### src/rtl/comparator_bist.sv
// Self-test sequencer for the registered magnitude comparator: pulses its reset, sweeps every
// operand pair, checks the result flags and reports pass/fail, error count and first failing pair.
module comparator_bist #(
  parameter int unsigned WIDTH          = 2,
  parameter int unsigned RESULT_LATENCY = 1
) (
  input  logic                 i_clk,
  input  logic                 i_rst_n,
  input  logic                 i_start,
  output logic [WIDTH-1:0]     o_a,
  output logic [WIDTH-1:0]     o_b,
  output logic                 o_cmp_rst,
  input  logic                 i_a_gt_b_reg,
  input  logic                 i_a_eq_b_reg,
  input  logic                 i_a_lt_b_reg,
  output logic                 o_busy,
  output logic                 o_done,
  output logic                 o_pass,
  output logic [2*WIDTH+1:0]   o_err_count,
  output logic [WIDTH-1:0]     o_fail_a,
  output logic [WIDTH-1:0]     o_fail_b
);

  localparam int unsigned      ErrW    = 2 * WIDTH + 2;
  localparam logic [2:0]       LastCnt = 3'(RESULT_LATENCY);
  localparam logic [WIDTH-1:0] MaxOp   = '1;

  typedef enum logic [2:0] {
    StIdle,
    StRstStep,
    StPairStep,
    StFinalRstStep,
    StDone
  } state_e;

  state_e           r_state, w_state_d;
  logic [2:0]       r_cnt, w_cnt_d;
  logic [WIDTH-1:0] r_a, w_a_d;
  logic [WIDTH-1:0] r_b, w_b_d;
  logic [WIDTH-1:0] r_fail_a, w_fail_a_d;
  logic [WIDTH-1:0] r_fail_b, w_fail_b_d;
  logic             r_cmp_rst, w_cmp_rst_d;
  logic             r_busy, w_busy_d;
  logic             r_done, w_done_d;
  logic             r_pass, w_pass_d;
  logic [ErrW-1:0]  r_err, w_err_d;

  logic             w_step_end;
  logic             w_is_rst_step;
  logic             w_mismatch;
  logic [2:0]       w_flags;
  logic [2:0]       w_expect;

  assign w_flags       = {i_a_gt_b_reg, i_a_eq_b_reg, i_a_lt_b_reg};
  assign w_expect      = {r_a > r_b, r_a == r_b, r_a < r_b};
  assign w_step_end    = (r_cnt == LastCnt);
  assign w_is_rst_step = (r_state == StRstStep) || (r_state == StFinalRstStep);
  // A reset step expects all flags low; one error per step regardless of how many flags are set.
  assign w_mismatch    = w_is_rst_step ? (|w_flags) : (w_flags != w_expect);

  always_ff @(posedge i_clk or negedge i_rst_n) begin
    if (!i_rst_n) begin
      r_state   <= StIdle;
      r_cnt     <= '0;
      r_a       <= '0;
      r_b       <= '0;
      r_fail_a  <= '0;
      r_fail_b  <= '0;
      r_cmp_rst <= 1'b0;
      r_busy    <= 1'b0;
      r_done    <= 1'b0;
      r_pass    <= 1'b0;
      r_err     <= '0;
    end else begin
      r_state   <= w_state_d;
      r_cnt     <= w_cnt_d;
      r_a       <= w_a_d;
      r_b       <= w_b_d;
      r_fail_a  <= w_fail_a_d;
      r_fail_b  <= w_fail_b_d;
      r_cmp_rst <= w_cmp_rst_d;
      r_busy    <= w_busy_d;
      r_done    <= w_done_d;
      r_pass    <= w_pass_d;
      r_err     <= w_err_d;
    end
  end

  always_comb begin
    w_state_d   = r_state;
    w_cnt_d     = r_cnt;
    w_a_d       = r_a;
    w_b_d       = r_b;
    w_fail_a_d  = r_fail_a;
    w_fail_b_d  = r_fail_b;
    w_cmp_rst_d = 1'b0;
    w_busy_d    = r_busy;
    w_done_d    = 1'b0;
    w_pass_d    = r_pass;
    w_err_d     = r_err;

    unique case (r_state)
      StIdle: begin
        if (i_start) begin
          w_state_d   = StRstStep;
          w_cnt_d     = '0;
          w_a_d       = '0;
          w_b_d       = '0;
          w_cmp_rst_d = 1'b1;
          w_busy_d    = 1'b1;
          w_pass_d    = 1'b0;
          w_err_d     = '0;
          w_fail_a_d  = '0;
          w_fail_b_d  = '0;
        end
      end
      StRstStep, StPairStep, StFinalRstStep: begin
        w_cnt_d = r_cnt + 3'd1;
        if (w_step_end) begin
          w_cnt_d = '0;
          if (w_mismatch) begin
            if (r_err != '1) w_err_d = r_err + ErrW'(1);
            // Only a pair failure records operands; a reset-check failure leaves them at 0.
            if ((r_err == '0) && (r_state == StPairStep)) begin
              w_fail_a_d = r_a;
              w_fail_b_d = r_b;
            end
          end
          if (r_state == StRstStep) begin
            w_state_d = StPairStep;
          end else if (r_state == StPairStep) begin
            if (r_b != MaxOp) begin
              w_b_d = r_b + WIDTH'(1);
            end else if (r_a != MaxOp) begin
              w_a_d = r_a + WIDTH'(1);
              w_b_d = '0;
            end else begin
              w_state_d   = StFinalRstStep;
              w_cmp_rst_d = 1'b1;
            end
          end else begin
            w_state_d = StDone;
            w_busy_d  = 1'b0;
            w_done_d  = 1'b1;
            w_pass_d  = (w_err_d == '0);
          end
        end
      end
      StDone: begin
        w_state_d = StIdle;
      end
      default: begin
        w_state_d = StIdle;
      end
    endcase
  end

  assign o_a         = r_a;
  assign o_b         = r_b;
  assign o_cmp_rst   = r_cmp_rst;
  assign o_busy      = r_busy;
  assign o_done      = r_done;
  assign o_pass      = r_pass;
  assign o_err_count = r_err;
  assign o_fail_a    = r_fail_a;
  assign o_fail_b    = r_fail_b;

endmodule

### config.mk
export PLATFORM = sky130hd
export DESIGN_NAME = comparator_bist
export DESIGN_NICKNAME = d
export VERILOG_FILES = /design/src/rtl/comparator_bist.sv
export SDC_FILE = /design/constraint.sdc
export NUM_CORES = 1
export LEC_CHECK = 0
export ABC_CLOCK_PERIOD_IN_PS = 5800
export CELL_PAD_IN_SITES_DETAIL_PLACEMENT = 1
export CELL_PAD_IN_SITES_GLOBAL_PLACEMENT = 1
export CORE_MARGIN = 10
export CORE_UTILIZATION = 44
export DETAILED_ROUTE_END_ITERATION = 12
export GPL_ROUTABILITY_DRIVEN = 0
export PLACE_DENSITY = 0.83
export SETUP_SLACK_MARGIN = 0.05
export SYNTH_ARGS = -nofsm -noshare
export SYNTH_HDL_FRONTEND = slang
export SYNTH_SLANG_ARGS = --single-unit
### constraint.sdc
create_clock -name i_clk -period 5.8 [get_ports i_clk]
set_clock_uncertainty 0.2 [all_clocks]
set_input_delay 0.87 -clock i_clk [delete_from_list [all_inputs] [get_ports i_clk]]
set_output_delay 0.87 -clock i_clk [all_outputs]
set_load 0.03 [all_outputs]
-- Word level (Yosys, flattened, before mapping)
Index checks and enable logic that the tools add are counted.
- add/sub/neg operators: 4
- magnitude comparators: 2
- equality and inequality tests: 21
- mux-type cells: 60
- reductions and logical operators: 15
- operators with widths (kind ; number):
    2-to-1 mux 6 bit ; 6
    2-to-1 mux 2 bit ; 17
    2-to-1 mux 3 bit ; 8
    != test 2 bit, second input constant ; 11
    2-to-1 mux 1 bit ; 19
    case mux 2 bit (2 select lines) ; 4
    logical NOT 6 bit ; 2
    case mux 3 bit (2 select lines) ; 2
    case mux 6 bit (2 select lines) ; 1
    AND reduction 5 bit ; 2
    != test 4 bit, second input constant ; 2
    AND reduction 7 bit ; 1
    adder 6 x 1 -> 6 bit, second input constant ; 1
    equality test 3 x 1 -> 1 bit, second input constant ; 2
    equality test 3 x 2 -> 1 bit, second input constant ; 2
    != test 6 bit, second input constant ; 1
    case mux 1 bit (2 select lines) ; 3
    AND reduction 6 bit ; 1
    OR reduction 3 bit ; 2
    adder 2 x 1 -> 2 bit, second input constant ; 2
    AND reduction 4 bit ; 1
    adder 3 x 1 -> 3 bit, second input constant ; 1
    logical NOT 3 bit ; 1
    != test 3 bit ; 1
    other kinds (9) ; 9
- flip-flop bits (word level): 24
- bits of input ports: 6
- output and inout bits: 18
- word-level logic and storage cells: 113

-- Depth between registers and ports, before layout
Gate-level depths: netlist of run 1.
- word-level depth: 11
- depth in mapped cells: 8

-- Least setup slack after synthesis of run 1
No wires, ideal clock.
- path type: register -> register
- start point: reg r_a[0] (netlist: o_a[0])
- end point: reg r_fail_b[0] (netlist: o_fail_b[0])
- setup time: 0.121 ns
- data arrival time: 2.059 ns
- slack: 3.420 ns
- cell stages (with the launch flop): 9
- buffers on the path: 0
- period minus slack after synthesis: 2.380 ns
- path through: dfrtp_1 > inv_1 > ha_1 > nand2_2 > xor2_1 > a31o_2 > a211oi_2 > o31ai_4 > a22o_1
- word-level cells in the longest chain between the ends: 5
- elaborated cells on any way between the ends: 7
- ends and longest elaborated chain (element ; RTL line ; RTL):
    start, declared ; 38 ; logic [WIDTH-1:0] r_a, w_a_d;
    start signal, assigned ; 77 ; r_a <= w_a_d;
    < comparator 2 bit (tied with other cells) ; 55 ; assign w_expect = {r_a > r_b, r_a == r_b, r_a < r_b};
    != test 3 bit * ; 59 ; assign w_mismatch = w_is_rst_step ? (|w_flags) : (w_flags != w_expect);
    2-to-1 mux 1 bit * ; 59 ;
    != test 2 bit (no line) * ; n/a ;
    AND reduction 5 bit (no line) * ; n/a ;
    end signal, assigned ; 80 ; r_fail_b <= w_fail_b_d;
    end, declared ; 41 ; logic [WIDTH-1:0] r_fail_b, w_fail_b_d;
Every way passes the cells marked *; elsewhere a longest branch is shown, timed or not.
A chain may end at the register's enable or synchronous reset.

-- Worst setup path after layout of run 1
- start point: in i_a_gt_b_reg
- end point: reg r_pass (netlist: o_pass)
- word-level cells in the longest chain between the ends: 10
- elaborated cells on any way between the ends: 11
- ends and longest elaborated chain (element ; RTL line ; RTL):
    start, declared ; 13 ; input logic i_a_gt_b_reg,
    != test 3 bit / OR reduction 3 bit (equally long branches) ; 59 ;
    2-to-1 mux 1 bit * ; 59 ;
    2-to-1 mux 6 bit * ; 121 ; if (w_mismatch) begin
    2-to-1 mux 6 bit * ; 119 ; if (w_step_end) begin
    2-to-1 mux 6 bit * ; 102 ; unique case (r_state)
    logical NOT 6 bit * ; 145 ; w_pass_d = (w_err_d == '0);
    2-to-1 mux 1 bit * ; 131 ; end else if (r_state == StPairStep) begin
    2-to-1 mux 1 bit * ; 129 ; if (r_state == StRstStep) begin
    2-to-1 mux 1 bit * ; 119 ;
    case mux 1 bit (2 select lines) * ; 102 ;
    end signal, assigned ; 84 ; r_pass <= w_pass_d;
    end, declared ; 45 ; logic r_pass, w_pass_d;
Every way passes the cells marked *; elsewhere a longest branch is shown, timed or not. The select of a mux whose other input is x is not followed.

==> results of run 1 <==
report_power, final:
| part | internal (mW) | switching (mW) | leakage (nW) |
|---|---|---|---|
| sequential | 0.225 | 0.0929 | 0.312 |
| clock | 0.0923 | 0.0551 | 0.0357 |
| combinational | 0.249 | 0.419 | 0.474 |
| total | 0.566 | 0.567 | 0.821 |
state kept, by name, summed over array words and instances, names as in the netlist:
name and count:
o_cmp_rst 1, o_pass 1, o_done 1, o_b 2
r_state 3, r_cnt 3, o_a 2, o_fail_a 2
o_err_count 6, o_fail_b 2, o_busy 1
worst max-delay path by stage:
stage,endpoint,slack [ns],startpoint
3_5_place_dp,o_pass,2.86,i_a_lt_b_reg
6_report,o_pass,3.09,i_a_gt_b_reg
4_1_cts,o_pass,3.12,i_a_gt_b_reg
2_1_floorplan,o_fail_b[0],3.42,o_a[0]
3_3_place_gp,o_pass,2.91,i_a_lt_b_reg
5_1_grt,o_pass,2.95,i_a_gt_b_reg
routing by layer:
layer | GRT usage | part of all wire
met5 | 0 | 0
met4 | 0.0346 | 0.010
met1 | 0.201 | 0.45
met3 | 0.0199 | 0.033
met2 | 0.250 | 0.50
logic make-up (layout without fill, tap and decap cells):
logic type / after synthesis / count (layout)
fa+ha+maj: 6 / 6
xor+xnor: 2 / 2
flops: 24 / 24
compound gates: 65 / 65
buf+inv: 15 / 36
simple gates: 65 / 65
mux: 2 / 2
layout by cell type (no fill, tap or decap), types with 4 or more instances in the layout:
cell type | synthesis | routed
dfrtp_1 | 24 | 24
a31oi_1 | 8 | 8
inv_1 | 9 | 9
o21ai_0 | 9 | 9
ha_1 | 6 | 6
nand2_1 | 12 | 12
nand3_1 | 7 | 7
a22o_1 | 4 | 4
a21oi_1 | 11 | 11
clkdlybuf4s50_1 | 0 | 23
and3_1 | 5 | 5
nor3_1 | 5 | 5
nor2_1 | 13 | 13
through the flow:
step / worst slack, ns / std cells
4_1_cts: 3.12 / 248
2_1_floorplan: 3.42 / 179
3_3_place_gp: 2.91 / 244
6_report: 3.09 / 248
3_5_place_dp: 2.86 / 244
5_1_grt: 2.95 / 248
area by class of cell:
class | instances | area (um^2)
fill | 415 | 1680
tap | 48 | 60.1
inverter | 9 | 33.8
timing repair buffer | 23 | 230
clock inverter | 1 | 30.0
multi-input combinational | 140 | 986
clock buffer | 3 | 41.3
sequential | 24 | 601
==> results.json, run 1 <==
{
  "hold_depth": 1,
  "nets": 213,
  "setup-tns-final_ns": 0,
  "worst_pin_slew_ns": 1.10,
  "rsz0062_at_grt": "false",
  "post-route-min-period_ns": 2.71,
  "fin_area_um2": 1980,
  "h-tree-depth": 1,
  "synth_top_family_by_area": "compound AO/OA/AOI/OAI gates",
  "drc_errors": 0,
  "syn_area_per_cell_um2": 9.27,
  "drt_pass1_iterations": 4,
  "cp.depth": 7,
  "synthFlopType": "dfrtp_1",
  "power_density_nw_per_um2": 571,
  "critPathTopFamily": "buffers and inverters",
  "ant_nets": 0,
  "finalHoldViolations": 0,
  "r2r-start": "o_a[0]",
  "synth_commonest_cells": "dfrtp_1, nor2_1, nand2_1",
  "synthArstFlopShare": 1.00,
  "outcome": "finished clean",
  "crit_fanout": 8,
  "reg2regPathDepth": 8,
  "port_buffers": 23,
  "grt_max_degree": 25,
  "synth.distinct_cells": 59,
  "cts_max_path_buffers": 2,
  "max_cap_viol_count": 0,
  "finalPower_mw": 1.13,
  "dieArea_um2": 6630,
  "ctsResizeCount": 0,
  "clk_latency_ns": 0.27,
  "wl_per_cell_um": 19.0,
  "drive_gt1_frac": 0.115,
  "synth-simple-area-share": 0.227,
  "r2r_slack_ns": 3.26,
  "cts_hold_buf": 0,
  "yosys_register_bits": 24,
  "start_kind": "primary input",
  "overflow": 0,
  "crit_path_top_delay_cell": "clkdlybuf4s50_1",
  "antenna_found_initial": 0,
  "hpwl_mm": 3.57,
  "synth_compound_area_frac": 0.299,
  "cts_sinks": 24,
  "worstPathCellList": "clkdlybuf4s50_1, inv_1, nand3_1, o21ai_4, a21oi_4, a22oi_1, o31ai_1",
  "hp-class": "reg2reg",
  "num_rows": 22,
  "required_ns": 5.74,
  "die_w_um": 81.4,
  "seq_area_frac_synth": 0.362,
  "yosysWarnings": 0,
  "cts_tree": "done",
  "slowest_delay_ns": 0.66,
  "clockRootBuffer": "clkbuf_8",
  "hold_ws_ns": 0.317,
  "cts-buffers-inserted": 3,
  "synth_nets": 191,
  "critical_path_buf_inv_count": 2,
  "yosysTopAreaCell": "dfrtp_1",
  "end_kind": "register",
  "synth_top_area_frac": 0.362,
  "vias": 1522,
  "relSlewSlack": 0.268,
  "wl_mm": 4.72,
  "setup_viol": 0,
  "initial_core_util": 0.453,
  "slew_viol_final": 0,
  "synth_most_common_cell": "dfrtp_1",
  "clk_pin_slew_ns": 0.09,
  "period_share": 0.466,
  "ios": 24,
  "hp-start": "o_fail_a[0]",
  "avgViaCountPerCell": 6.14,
  "synth.area.mux_share": 0.0121,
  "syn_area_um2": 1660,
  "setup.worst_path.class": "in2reg",
  "postCtsSetupRepairBufs": 0,
  "grt_pass1_wl_mm": 8.04,
  "synth_adder_area_share": 0.0452,
  "die_h_um": 81.4,
  "max-vdd-ir-drop_mv": 0.295,
  "r2r_end": "o_pass",
  "synthCells": 179,
  "arrival_ns": 2.65,
  "diodes": 0,
  "max_freq_mhz": 370,
  "synth-xor-area-share": 0.0106,
  "synthTopCellsByArea": "dfrtp_1, ha_1, a21oi_1",
  "dpl_cell_area_um2": 1910,
  "grt_pass1_vias": 1582,
  "holdPathEnd": "o_fail_a[0]",
  "core_um2": 3660,
  "area_growth_pct": 19.5,
  "synth_edf_count": 0,
  "finish.utilization": 0.541,
  "p_leak_nw": 0.821,
  "grt_usage": 0.150,
  "drtIter0Drc": 89
}
Note: power is estimated with default switching activity, not from simulation.
==> run 2, diff against run 1 <==
--- a/config.mk
+++ b/config.mk
@@ -5,14 +5,14 @@
 export SDC_FILE = /design/constraint.sdc
 export NUM_CORES = 1
 export LEC_CHECK = 0
-export ABC_CLOCK_PERIOD_IN_PS = 5800
+export ABC_CLOCK_PERIOD_IN_PS = 2700
 export CELL_PAD_IN_SITES_DETAIL_PLACEMENT = 1
 export CELL_PAD_IN_SITES_GLOBAL_PLACEMENT = 1
 export CORE_MARGIN = 10
-export CORE_UTILIZATION = 44
+export CORE_UTILIZATION = 41
 export DETAILED_ROUTE_END_ITERATION = 12
 export GPL_ROUTABILITY_DRIVEN = 0
-export PLACE_DENSITY = 0.83
+export PLACE_DENSITY = 0.78
 export SETUP_SLACK_MARGIN = 0.05
 export SYNTH_ARGS = -nofsm -noshare
 export SYNTH_HDL_FRONTEND = slang
==> constraint.sdc (replaced) <==
create_clock -name i_clk -period 2.7 [get_ports i_clk]
set_clock_uncertainty 0.2 [all_clocks]
set_input_delay 0.405 -clock i_clk [delete_from_list [all_inputs] [get_ports i_clk]]
set_output_delay 0.405 -clock i_clk [all_outputs]
set_load 0.03 [all_outputs]
==> run 2 against run 1 <==
Effect of this change: power increased by 120%; sequential power increased by 100%; sequential cell count is the same; via count rose by 1.3%; non-clock buffer count rose by 6; global-route usage shrank 0.62 points; critical path type is now reg2reg; largest cell class unchanged.
==> results.json, run 2 (synthesis results as in run 1) <==
{
  "drive_gt1_frac": 0.141,
  "cts_hold_buf": 0,
  "overflow": 0,
  "drc_errors": 0,
  "start_kind": "register",
  "wl_mm": 4.92,
  "finish.utilization": 0.511,
  "post-route-min-period_ns": 2.34,
  "required_ns": 2.68,
  "layout_setup_ws_ns": 0.360,
  "h-tree-depth": 1,
  "cts_tree": "done",
  "r2r_slack_ns": 0.36,
  "drt_pass1_iterations": 4,
  "antenna_found_initial": 0,
  "outcome": "finished clean",
  "critPathTopFamily": "compound AO/OA/AOI/OAI gates",
  "critical_path_buf_inv_count": 1,
  "die_h_um": 83.6,
  "postCtsSetupRepairBufs": 0,
  "r2r-start": "o_a[0]",
  "ctsResizeCount": 0,
  "max_cap_viol_count": 0,
  "p_leak_nw": 0.851,
  "slew_viol_final": 0,
  "num_rows": 23,
  "layout_commonest_cell": "dfrtp_1",
  "fin_area_um2": 2030,
  "ant_nets": 0,
  "port_buffers": 23,
  "arrival_ns": 2.32,
  "r2r_end": "o_fail_b[1]",
  "max_freq_mhz": 427,
  "crit_path_top_delay_cell": "dfrtp_1",
  "hpwl_mm": 3.80,
  "grt_pass1_vias": 1696,
  "ios": 24,
  "dieArea_um2": 6990,
  "hp-class": "in2async",
  "finalHoldViolations": 0,
  "setup.worst_path.class": "reg2reg",
  "largest_reg_flops": 6,
  "cts-buffers-inserted": 3,
  "clk_pin_slew_ns": 0.09,
  "vias": 1542,
  "grt_pass1_wl_mm": 8.51,
  "setup-tns-final_ns": 0,
  "die_w_um": 83.6,
  "initial_core_util": 0.418,
  "diodes": 0,
  "avgViaCountPerCell": 6.02,
  "cp.depth": 8,
  "core_um2": 3970,
  "nets": 219,
  "dpl_cell_area_um2": 1960,
  "power_density_nw_per_um2": 1230,
  "clockRootBuffer": "clkbuf_8",
  "clk_latency_ns": 0.28,
  "grt_max_degree": 25,
  "grt_usage": 0.144,
  "final_cell_mix": "dfrtp_1, clkdlybuf4s50_1, nor2_1",
  "worst_pin_slew_ns": 0.454,
  "pre_cts_ws_ns": 0.269,
  "finalPower_mw": 2.49,
  "worstPathCellList": "inv_1, ha_1, nand2_2, xor2_1, a31o_2, a211oi_2, o31ai_4, a22o_1",
  "max-vdd-ir-drop_mv": 0.526,
  "period_share": 0.867,
  "rsz0062_at_grt": "false",
  "drtIter0Drc": 85,
  "wl_per_cell_um": 19.2,
  "end_kind": "register",
  "cp-startpoint": "o_a[0]",
  "relSlewSlack": 0.697,
  "area_growth_pct": 22.3,
  "slowest_delay_ns": 0.42,
  "cts_max_path_buffers": 2,
  "cts_sinks": 24,
  "setup_viol": 0,
  "reg2regPathDepth": 8,
  "crit_fanout": 6
}
-- run 2: how the worst max path moves through the flow --
stage                  end  slack (ns)
2_1_floorplan  o_fail_b[0]        0.32
3_3_place_gp   o_fail_a[1]        0.31
3_5_place_dp   o_fail_b[1]        0.27
4_1_cts        o_fail_b[1]        0.35
5_1_grt             o_pass        0.18
6_report       o_fail_b[1]        0.36
-- run 2: final cells by class --
| type | count | area [um^2] |
|---|---|---|
| Clock buffer | 3 | 41.3 |
| Clock inverter | 1 | 30.0 |
| Fill cell | 474 | 1940 |
| Inverter | 9 | 33.8 |
| Multi-Input combinational cell | 140 | 986 |
| Sequential cell | 24 | 601 |
| Tap cell | 50 | 62.6 |
| Timing Repair Buffer | 29 | 275 |
-- run 2: stage by stage --
stage / hold WS (ns) / instances
finish: 0.287 / 256
detailed placement: 0.305 / 252
global placement: 0.288 / 252
floorplan: -0.0906 / 179
global route: 0.320 / 256
CTS: 0.296 / 256
-- run 2: layer usage --
metal / vias to the layer above / routed length [um] / GRT usage / part of all wire
met4: 0 / 82 / 0.0563 / 0.017
met1: 780 / 2090 / 0.160 / 0.43
met2: 27 / 2500 / 0.249 / 0.51
met5: - / 0 / 0 / 0
li1: 728 / - / - / -
met3: 7 / 251 / 0.0449 / 0.051
-- run 2: power by group --
group	internal (mW)	switching, mW	leakage, nW
combinational	0.570	0.952	0.504
sequential	0.483	0.157	0.312
clock	0.199	0.128	0.0357
